===== config.mk =====
export PLATFORM = sky130hd
export DESIGN_NAME = fsk_demodulator_flat
export DESIGN_NICKNAME = d
export VERILOG_FILES = /design/src/rtl/fsk_demodulator_if.sv /design/src/rtl/fsk_demodulator.sv /design/src/flat_wrapper.sv
export SDC_FILE = /design/constraint.sdc
export NUM_CORES = 1
export LEC_CHECK = 0
export ABC_AREA = 1
export CELL_PAD_IN_SITES_DETAIL_PLACEMENT = 2
export CELL_PAD_IN_SITES_GLOBAL_PLACEMENT = 2
export CORE_MARGIN = 2
export CORE_UTILIZATION = 32
export CTS_BUF_LIST = sky130_fd_sc_hd__clkbuf_8
export DETAILED_ROUTE_END_ITERATION = 16
export MAX_ROUTING_LAYER = met4
export PLACE_DENSITY_LB_ADDON = 0.1
export SLEW_MARGIN = 20
export SYNTH_ARGS = -nofsm -noshare
export SYNTH_HDL_FRONTEND = slang
export SYNTH_SLANG_ARGS = --single-unit

===== constraint.sdc =====
create_clock -name clk -period 1.35 [get_ports clk]
set_input_delay 0.27 -clock clk [delete_from_list [all_inputs] [get_ports clk]]
set_output_delay 0.27 -clock clk [all_outputs]
set_load 0.05 [all_outputs]

===== src/rtl/fsk_demodulator_if.sv =====
// rtl/fsk_demodulator_if.sv - FSK demodulator signal bundle: waveform in, recovered bits and status out.
interface fsk_demodulator_if;
    logic din;
    logic dout;
    logic bit_valid;
    logic lock;
    logic run_err;
    logic carrier_lost;

    modport master (
        output din,
        input  dout, bit_valid, lock, run_err, carrier_lost
    );

    modport slave (
        input  din,
        output dout, bit_valid, lock, run_err, carrier_lost
    );
endinterface


===== src/rtl/fsk_demodulator.sv =====
// rtl/fsk_demodulator.sv - FSK run-length demodulator with ACQ/TRACK lock FSM.
// Optional majority vote on recovered symbols when FSK_DEMOD_MAJORITY_EN is defined.
module fsk_demodulator #(
    parameter int CNT_W      = 4,
    parameter int ONE_MIN    = 3,
    parameter int ONE_MAX    = 5,
    parameter int ZERO_MIN   = 7,
    parameter int ZERO_MAX   = 9,
    parameter int TIMEOUT    = 12,
    parameter int LOCK_EDGES = 4
) (
    input  logic              clk,
    input  logic              rst,
    fsk_demodulator_if.slave  bus
);

    localparam logic [CNT_W-1:0] ONE_MIN_C  = CNT_W'(ONE_MIN);
    localparam logic [CNT_W-1:0] ONE_MAX_C  = CNT_W'(ONE_MAX);
    localparam logic [CNT_W-1:0] ZERO_MIN_C = CNT_W'(ZERO_MIN);
    localparam logic [CNT_W-1:0] ZERO_MAX_C = CNT_W'(ZERO_MAX);
    localparam logic [CNT_W-1:0] TIMEOUT_C  = CNT_W'(TIMEOUT);
    localparam logic [CNT_W-1:0] CNT_MAX    = {CNT_W{1'b1}};
    localparam int               GOOD_W     = $clog2(LOCK_EDGES + 1);
    localparam logic [GOOD_W-1:0] LOCK_LAST = GOOD_W'(LOCK_EDGES - 1);

    typedef enum logic {ACQ, TRACK} state_t;

    state_t             state, state_nxt;
    logic               s1, s2, s3;
    logic [CNT_W-1:0]   run_cnt;
    logic               have_ref;
    logic [GOOD_W-1:0]  good_cnt;
    logic [1:0]         bad_cnt;

    logic din_edge, is_one, is_zero, valid_run, bad_run, timeout, sym, sym_out;
    logic bit_valid_nxt, run_err_nxt, carrier_lost_nxt, lock_nxt, enter_acq;

    // Run length is the counter value just before the edge reloads it.
    always_comb begin
        din_edge  = s2 ^ s3;
        is_one    = (run_cnt >= ONE_MIN_C) && (run_cnt <= ONE_MAX_C);
        is_zero   = (run_cnt >= ZERO_MIN_C) && (run_cnt <= ZERO_MAX_C);
        valid_run = din_edge && have_ref && (is_one || is_zero);
        bad_run   = din_edge && have_ref && !(is_one || is_zero);
        timeout   = !din_edge && (run_cnt == TIMEOUT_C);
        sym       = is_one;
    end

`ifdef FSK_DEMOD_MAJORITY_EN
    // Two stored symbols plus the current one form the 3-entry vote window.
    logic [1:0] sym_hist;

    always_comb begin
        sym_out = (sym & sym_hist[0]) | (sym & sym_hist[1]) | (sym_hist[0] & sym_hist[1]);
    end

    always_ff @(posedge clk or negedge rst) begin
        if (!rst) begin
            sym_hist <= 2'b00;
        end else if (enter_acq) begin
            sym_hist <= 2'b00;
        end else if (valid_run) begin
            sym_hist <= {sym_hist[0], sym};
        end
    end
`else
    always_comb begin
        sym_out = sym;
    end
`endif

    always_ff @(posedge clk or negedge rst) begin
        if (!rst) begin
            state <= ACQ;
        end else begin
            state <= state_nxt;
        end
    end

    always_comb begin
        state_nxt = state;
        case (state)
            ACQ: begin
                if (valid_run && (good_cnt == LOCK_LAST)) begin
                    state_nxt = TRACK;
                end
            end
            TRACK: begin
                if (timeout || (bad_run && (bad_cnt != 2'd0))) begin
                    state_nxt = ACQ;
                end
            end
            default: state_nxt = ACQ;
        endcase
    end

    always_comb begin
        bit_valid_nxt    = valid_run && (state_nxt == TRACK);
        run_err_nxt      = (state == TRACK) && bad_run;
        carrier_lost_nxt = (state == TRACK) && timeout;
        lock_nxt         = (state_nxt == TRACK);
        enter_acq        = (state == TRACK) && (state_nxt == ACQ);
    end

    always_ff @(posedge clk or negedge rst) begin
        if (!rst) begin
            s1               <= 1'b0;
            s2               <= 1'b0;
            s3               <= 1'b0;
            run_cnt          <= '0;
            have_ref         <= 1'b0;
            good_cnt         <= '0;
            bad_cnt          <= 2'd0;
            bus.dout         <= 1'b0;
            bus.bit_valid    <= 1'b0;
            bus.lock         <= 1'b0;
            bus.run_err      <= 1'b0;
            bus.carrier_lost <= 1'b0;
        end else begin
            s1 <= bus.din;
            s2 <= s1;
            s3 <= s2;

            if (din_edge) begin
                run_cnt <= CNT_W'(1);
            end else if (run_cnt != CNT_MAX) begin
                run_cnt <= run_cnt + CNT_W'(1);
            end

            if (din_edge) begin
                have_ref <= 1'b1;
            end else if (timeout) begin
                have_ref <= 1'b0;
            end

            if (enter_acq) begin
                good_cnt <= '0;
                bad_cnt  <= 2'd0;
            end else if (state == ACQ) begin
                if (bad_run || timeout) begin
                    good_cnt <= '0;
                end else if (valid_run) begin
                    good_cnt <= good_cnt + GOOD_W'(1);
                end
            end else begin
                if (valid_run) begin
                    bad_cnt <= 2'd0;
                end else if (bad_run) begin
                    bad_cnt <= bad_cnt + 2'd1;
                end
            end

            if (bit_valid_nxt) begin
                bus.dout <= sym_out;
            end
            bus.bit_valid    <= bit_valid_nxt;
            bus.lock         <= lock_nxt;
            bus.run_err      <= run_err_nxt;
            bus.carrier_lost <= carrier_lost_nxt;
        end
    end

endmodule


===== src/flat_wrapper.sv =====
// flat-port wrapper written by rule: the top's interface ports become plain ports
module fsk_demodulator_flat 
#(
    parameter int CNT_W      = 4,
    parameter int ONE_MIN    = 3,
    parameter int ONE_MAX    = 5,
    parameter int ZERO_MIN   = 7,
    parameter int ZERO_MAX   = 9,
    parameter int TIMEOUT    = 12,
    parameter int LOCK_EDGES = 4
)
  (clk, rst, bus_din, bus_dout, bus_bit_valid, bus_lock, bus_run_err, bus_carrier_lost);
  fsk_demodulator_if bus_i ();
  input  logic clk;
  input  logic rst;
  input wire logic [$bits(bus_i.din)-1:0] bus_din;
  output wire logic [$bits(bus_i.dout)-1:0] bus_dout;
  output wire logic [$bits(bus_i.bit_valid)-1:0] bus_bit_valid;
  output wire logic [$bits(bus_i.lock)-1:0] bus_lock;
  output wire logic [$bits(bus_i.run_err)-1:0] bus_run_err;
  output wire logic [$bits(bus_i.carrier_lost)-1:0] bus_carrier_lost;
  assign bus_i.din = bus_din;
  assign bus_dout = bus_i.dout;
  assign bus_bit_valid = bus_i.bit_valid;
  assign bus_lock = bus_i.lock;
  assign bus_run_err = bus_i.run_err;
  assign bus_carrier_lost = bus_i.carrier_lost;
  fsk_demodulator #(.CNT_W(CNT_W), .ONE_MIN(ONE_MIN), .ONE_MAX(ONE_MAX), .ZERO_MIN(ZERO_MIN), .ZERO_MAX(ZERO_MAX), .TIMEOUT(TIMEOUT), .LOCK_EDGES(LOCK_EDGES)) u_core (.clk(clk), .rst(rst), .bus(bus_i));
endmodule

* Word level (Yosys, flattened, before mapping) *
Cells that the tools add are included.

operators by class
  bitwise operators = 3
  mux-type cells = 15
  equality and inequality tests = 4
  add/subtract/negate cells = 3
  reductions and logical operators = 25
  $lt $le $gt $ge = 4

operator list
  cell                                                                                  count
  1-bit logical AND                                                                     12
  3-bit 2-to-1 mux                                                                      4
  2-bit 2-to-1 mux                                                                      4
  4-bit 2-to-1 mux                                                                      2
  2-bit nonzero test                                                                    4
  3-bit nonzero test                                                                    2
  4-bit by 1-bit adder with 4-bit output (second input constant)                        1
  4-bit == test (second input constant)                                                 1
  4-bit by 2-bit greater-or-equal comparator with 1-bit output (second input constant)  1
  4-bit by 3-bit greater-or-equal comparator with 1-bit output (second input constant)  1
  4-bit by 3-bit <= comparator with 1-bit output (second input constant)                1
  4-bit <= comparator (second input constant)                                           1
  1-bit 2-to-1 mux                                                                      4
  4-bit != test (second input constant)                                                 1
  2-bit AND reduction                                                                   2
  3-bit by 1-bit adder with 3-bit output (second input constant)                        1
  3-bit by 2-bit == test with 1-bit output (second input constant)                      1
  1-bit logical OR                                                                      3
  2-bit by 1-bit adder with 2-bit output (second input constant)                        1
  1-bit logical NOT                                                                     2
  2-bit != test (second input constant)                                                 1
  1-bit inverter                                                                        2
  1-bit one-hot mux with 2 select lines                                                 1
  1-bit XOR                                                                             1

word-level totals
  output and inout port bits = 5
  flip-flop bits (word level) = 18

* Depth between registers and ports, before layout *
  depth after elaboration = 13
  gate-level depth with buffers = 11

* Worst setup path before layout *
Ideal clock, no wire load.

  path type = register to register
  start point = register u_core.run_cnt[0]
  end point = register u_core.bad_cnt[0]
  period minus slack after synthesis = 1,461 ps
  arrival time = 1,344 ps
  setup time = 117 ps
  stages on the path, launching flop included = 11
  setup slack = -111 ps
  path through = dfrtp_1 -> inv_1 -> ha_1 -> nor2_1 -> nand2_1 -> nand2_1 -> nand4_1 -> nand2_2 -> nand2_1 -> nand3_1 -> nand2_1

between the ends
  longest elaborated chain between the ends = 13
  elaborated cells on any way between the ends = 26

RTL lines
  what                                                                                  RTL line                                      text
  from (decl)                                                                           fsk_demodulator.sv:30                         logic [CNT_W-1:0] run_cnt;
  from (signal assigned)                                                                fsk_demodulator.sv:127                        run_cnt <= run_cnt + CNT_W'(1);
  4-bit by 2-bit greater-or-equal comparator with 1-bit output (tied with other cells)  fsk_demodulator.sv:41                         is_one = (run_cnt >= ONE_MIN_C) && (run_cnt <= ONE_MAX_C);
  1-bit logical AND (on tied branches)                                                  fsk_demodulator.sv:41, fsk_demodulator.sv:42
  1-bit logical OR                                                                      fsk_demodulator.sv:43, fsk_demodulator.sv:44
  1-bit logical NOT                                                                     fsk_demodulator.sv:44                         bad_run = din_edge && have_ref && !(is_one || is_zero);
  1-bit logical AND                                                                     fsk_demodulator.sv:44
  1-bit logical AND                                                                     fsk_demodulator.sv:89                         if (timeout || (bad_run && (bad_cnt != 2'd0))) begin
  1-bit logical OR                                                                      fsk_demodulator.sv:89
  1-bit 2-to-1 mux                                                                      fsk_demodulator.sv:89
  1-bit one-hot mux with 2 select lines                                                 fsk_demodulator.sv:82                         case (state)
  1-bit inverter                                                                        fsk_demodulator.sv:102                        enter_acq = (state == TRACK) && (state_nxt == ACQ);
  1-bit logical AND                                                                     fsk_demodulator.sv:102
  3-bit nonzero test (no source line) / 2-bit nonzero test (equally long branches)      -
  2-bit AND reduction (no source line)                                                  -
  to (signal assigned)                                                                  fsk_demodulator.sv:149                        bad_cnt <= bad_cnt + 2'd1;
  to (decl)                                                                             fsk_demodulator.sv:33                         logic [1:0] bad_cnt;

Several ways; a longest one is shown, not always the timed one. The select of a mux whose other input is x is not followed.
A chain may end at the register's enable or synchronous reset.

* Worst setup path in the final report *
  start point = register u_core.run_cnt[1]
  end point = register u_core.bus.dout

between the ends
  longest elaborated chain between the ends = 10
  elaborated cells on any way between the ends = 19

RTL lines
  what                                                                                  RTL line                                      text
  4-bit by 2-bit greater-or-equal comparator with 1-bit output (tied with other cells)  fsk_demodulator.sv:41
  1-bit logical AND (on tied branches)                                                  fsk_demodulator.sv:41, fsk_demodulator.sv:42
  1-bit logical OR                                                                      fsk_demodulator.sv:43, fsk_demodulator.sv:44
  1-bit logical NOT                                                                     fsk_demodulator.sv:44
  1-bit logical AND                                                                     fsk_demodulator.sv:44
  1-bit logical AND                                                                     fsk_demodulator.sv:89
  1-bit logical OR                                                                      fsk_demodulator.sv:89
  1-bit 2-to-1 mux                                                                      fsk_demodulator.sv:89
  1-bit one-hot mux with 2 select lines *                                               fsk_demodulator.sv:82
  named net u_core.lock_nxt                                                             fsk_demodulator.sv:36                         logic bit_valid_nxt, run_err_nxt, carrier_lost_nxt, lock_nxt, enter_acq;
  1-bit logical AND *                                                                   fsk_demodulator.sv:98                         bit_valid_nxt = valid_run && (state_nxt == TRACK);
  to (signal assigned)                                                                  fsk_demodulator.sv:154                        bus.dout <= sym_out;
  to (decl)                                                                             fsk_demodulator_if.sv:17                      output dout, bit_valid, lock, run_err, carrier_lost

Mark *: on every way through the listed nets, which the timed path passes. The rest lies on a longest branch.

==> results.yml <==
run_status:
  violations: "setup timing"
  status: "finished with violations"
layout:
  multiInputGateArea_um2: 460
  stdcell_count: 169
  reg_top3: "u_core.run_cnt (4), u_core.good_cnt (3), u_core.bad_cnt (2)"
  largest_register: "u_core.run_cnt"
  largest_reg_flops: 4
  final_common_cell: "nand2_1"
  nNetsFinal: 149
  finish.utilization_pct: 47.8
  regArea_um2: 452
  final_cell_mix: "nand2_1 (21), dfrtp_1 (17), inv_1 (16), buf_4 (16)"
  drive_gt1_share_pct: 39.9
  area_growth_syn_to_layout_pct: 42.6
  antenna-diode-count: 0
  nFillCells: 310
die:
  ioPinCount: 8
  rows: 19
  chipHeight_um: 57.8
  die_w_um: 57.8
  dieArea_um2: 3340
  core_area_um2: 2760
  start_util_pct: 33.5
timing:
  rsz0062_at_grt: "yes"
  drv_slew: 0
  worstMarginPinSlew_ps: 341
  period_share_pct: 114
  slew_headroom_pct: 77.2
  fmax_ghz: 0.649
  finalSetupViolCount: 9
  postLayoutSetupSlackWorst_ps: -191
  period_minus_slack_ps: 1540
  finClkSkew_ps: 2.41
  hold_violations: 0
clocking:
  ctsRootBufferMaster: "clkbuf_8"
  cts.sinks: 18
  numCtsBuffers: 3
  clk_path_buf_depth: 2
  holdBufCountCts: 0
  htree_levels: 1
  clk_latency_ps: 250
  tritoncts: "done"
  path_clk_slew_ps: 70
grt:
  grt_max_degree: 19
  overflow: 0
  antenna_found_initial: 0
  grt_pass1_wl_mm: 3.82
  grt_pass1_vias: 868
  grt.total_usage_pct: 15.3
worst_setup_path:
  start_kind: "flip-flop"
  critical_path_arrival_ps: 1690
  critPathKind: "reg -> reg"
  critPathRequiredTime_ps: 1500
  crit_fanout: 4
  cp-end-kind: "flip-flop"
power_and_ir_drop:
  p_per_area_nw_per_um2: 1540
  ir_drop_v: 0.000844
  p_leak_uw: 0.000664
yosys:
  yosysSeqAreaShare_pct: 48.7
  ys_ff_latch: 18
  synthesis.nets: 121
  syn_avg_cell_area_um2: 8.26
  syn_inst: 112
  yosys_warnings: 0
  synth_area_um2: 925
  ys_types: 17
route:
  num_vias: 796
  drt_iter0_drc: 11
  firstDrtPassIters: 2
  avgRoutedWirePerCell_um: 13.3
  route.detailed.vias_per_inst: 4.71
  drt.antenna.violating_nets: 0
  routed_wirelength_mm: 2.26
  drc: 0
place:
  place_inst: 162
  gp_congestion: 0.788
  portBuffers: 7
  hpwlAfterDp_mm: 1.67
run:
  max_cap_viol_count: 0
hold_path:
  min_path_type: "in -> async"
==> stage by stage <==
step           hold WS [ps]  setup WS (ps)  area [um^2]  TNS, ps  total power (uW)
3_5_place_dp            345           -236         1180    -1600              1570
5_1_grt                 365           -310         1320    -2600              2170
2_1_floorplan         -25.6          -71.8          932     -441              1210
3_3_place_gp            336           -133         1180     -810              1540
6_report                349           -191         1320    -1330              2030
4_1_cts                 360           -186         1300    -1290              2020
==> cell families (layout without fill, tap and decap cells) <==
| logic type | Yosys count | count (layout) | share of synthesized area [%] |
|---|---|---|---|
| AO/OA/AOI/OAI | 10 | 10 | 5.82 |
| adder cells (fa/ha/maj) | 6 | 6 | 8.12 |
| buffers and inverters | 23 | 49 | 9.34 |
| flip-flops | 18 | 18 | 48.7 |
| AND/OR/NAND/NOR | 55 | 55 | 28.0 |
==> per-layer routing <==
layer / GRT usage [%] / vias to the layer above / share of wire, %
li1: - / 393 / -
met1: 20.1 / 396 / 49
met2: 24.0 / 5 / 49
met3: 2.01 / 2 / 1.9
met4: 5.98 / 0 / 0.75
met5: - / - / 0
==> Yosys cell counts (all sizes together) <==
cell / number / area (um^2)
ha: 6 / 75.1
nand4: 1 / 6.26
inv: 23 / 86.3
nor2: 16 / 72.6
a21oi: 4 / 20.0
o21ai: 6 / 33.8
nand2: 30 / 128
nor3: 1 / 5.00
dfrtp: 18 / 450
nand3: 7 / 47.6
==> final cells by class <==
| cell class | instances | share of cell area (%) |
|---|---|---|
| Sequential cell | 18 | 34.3 |
| Inverter | 23 | 6.55 |
| Tap cell | 31 | 2.94 |
| Clock buffer | 3 | 3.13 |
| Timing Repair Buffer | 23 | 18.2 |
| Multi-Input combinational cell | 71 | 34.9 |
==> timing repair <==
item | in CTS | in global routing
resized for setup | 14 | 5
cloned | 0 | 0
setup endpoints to repair | 10 | 12
setup buffers | 3 | 1
pin swaps | 7 | 3
==> final timing paths <==
kind	slack (ps)	from	end	cells after the start
hold / removal	350	rst	u_core.s2$_DFF_PN0_	2
hold reg to reg	360	u_core.s1$_DFF_PN0_	u_core.s2$_DFF_PN0_	0
max in group asynchronous	790	rst	u_core.run_cnt[0]$_DFFE_PN0P_	2
min in group clk	360	u_core.s1$_DFF_PN0_	u_core.s2$_DFF_PN0_	0
setup / recovery	-190	u_core.run_cnt[1]$_DFFE_PN0P_	u_core.bus.dout$_DFFE_PN0P_	10
setup reg to reg	-190	u_core.run_cnt[1]$_DFFE_PN0P_	u_core.bus.dout$_DFFE_PN0P_	10
==> where the power goes <==
part | leakage, uW | switching, uW | total [uW] | internal [uW]
logic | 0.000414 | 478 | 867 | 389
clock network | 0.0000216 | 182 | 380 | 198
registers | 0.000228 | 122 | 778 | 656
==> worst max-delay path, cell delays in order, from the launching register on <==
cell and delay (ps):
dfrtp_1 400, inv_2 90, ha_4 170, nor2_4 110
nand2_1 70, nand2_2 110, nand4_1 120, nand2_2 150
nand2_2 90, nand3_1 80, nand2_1 50
(Power assumes the default switching activity.)
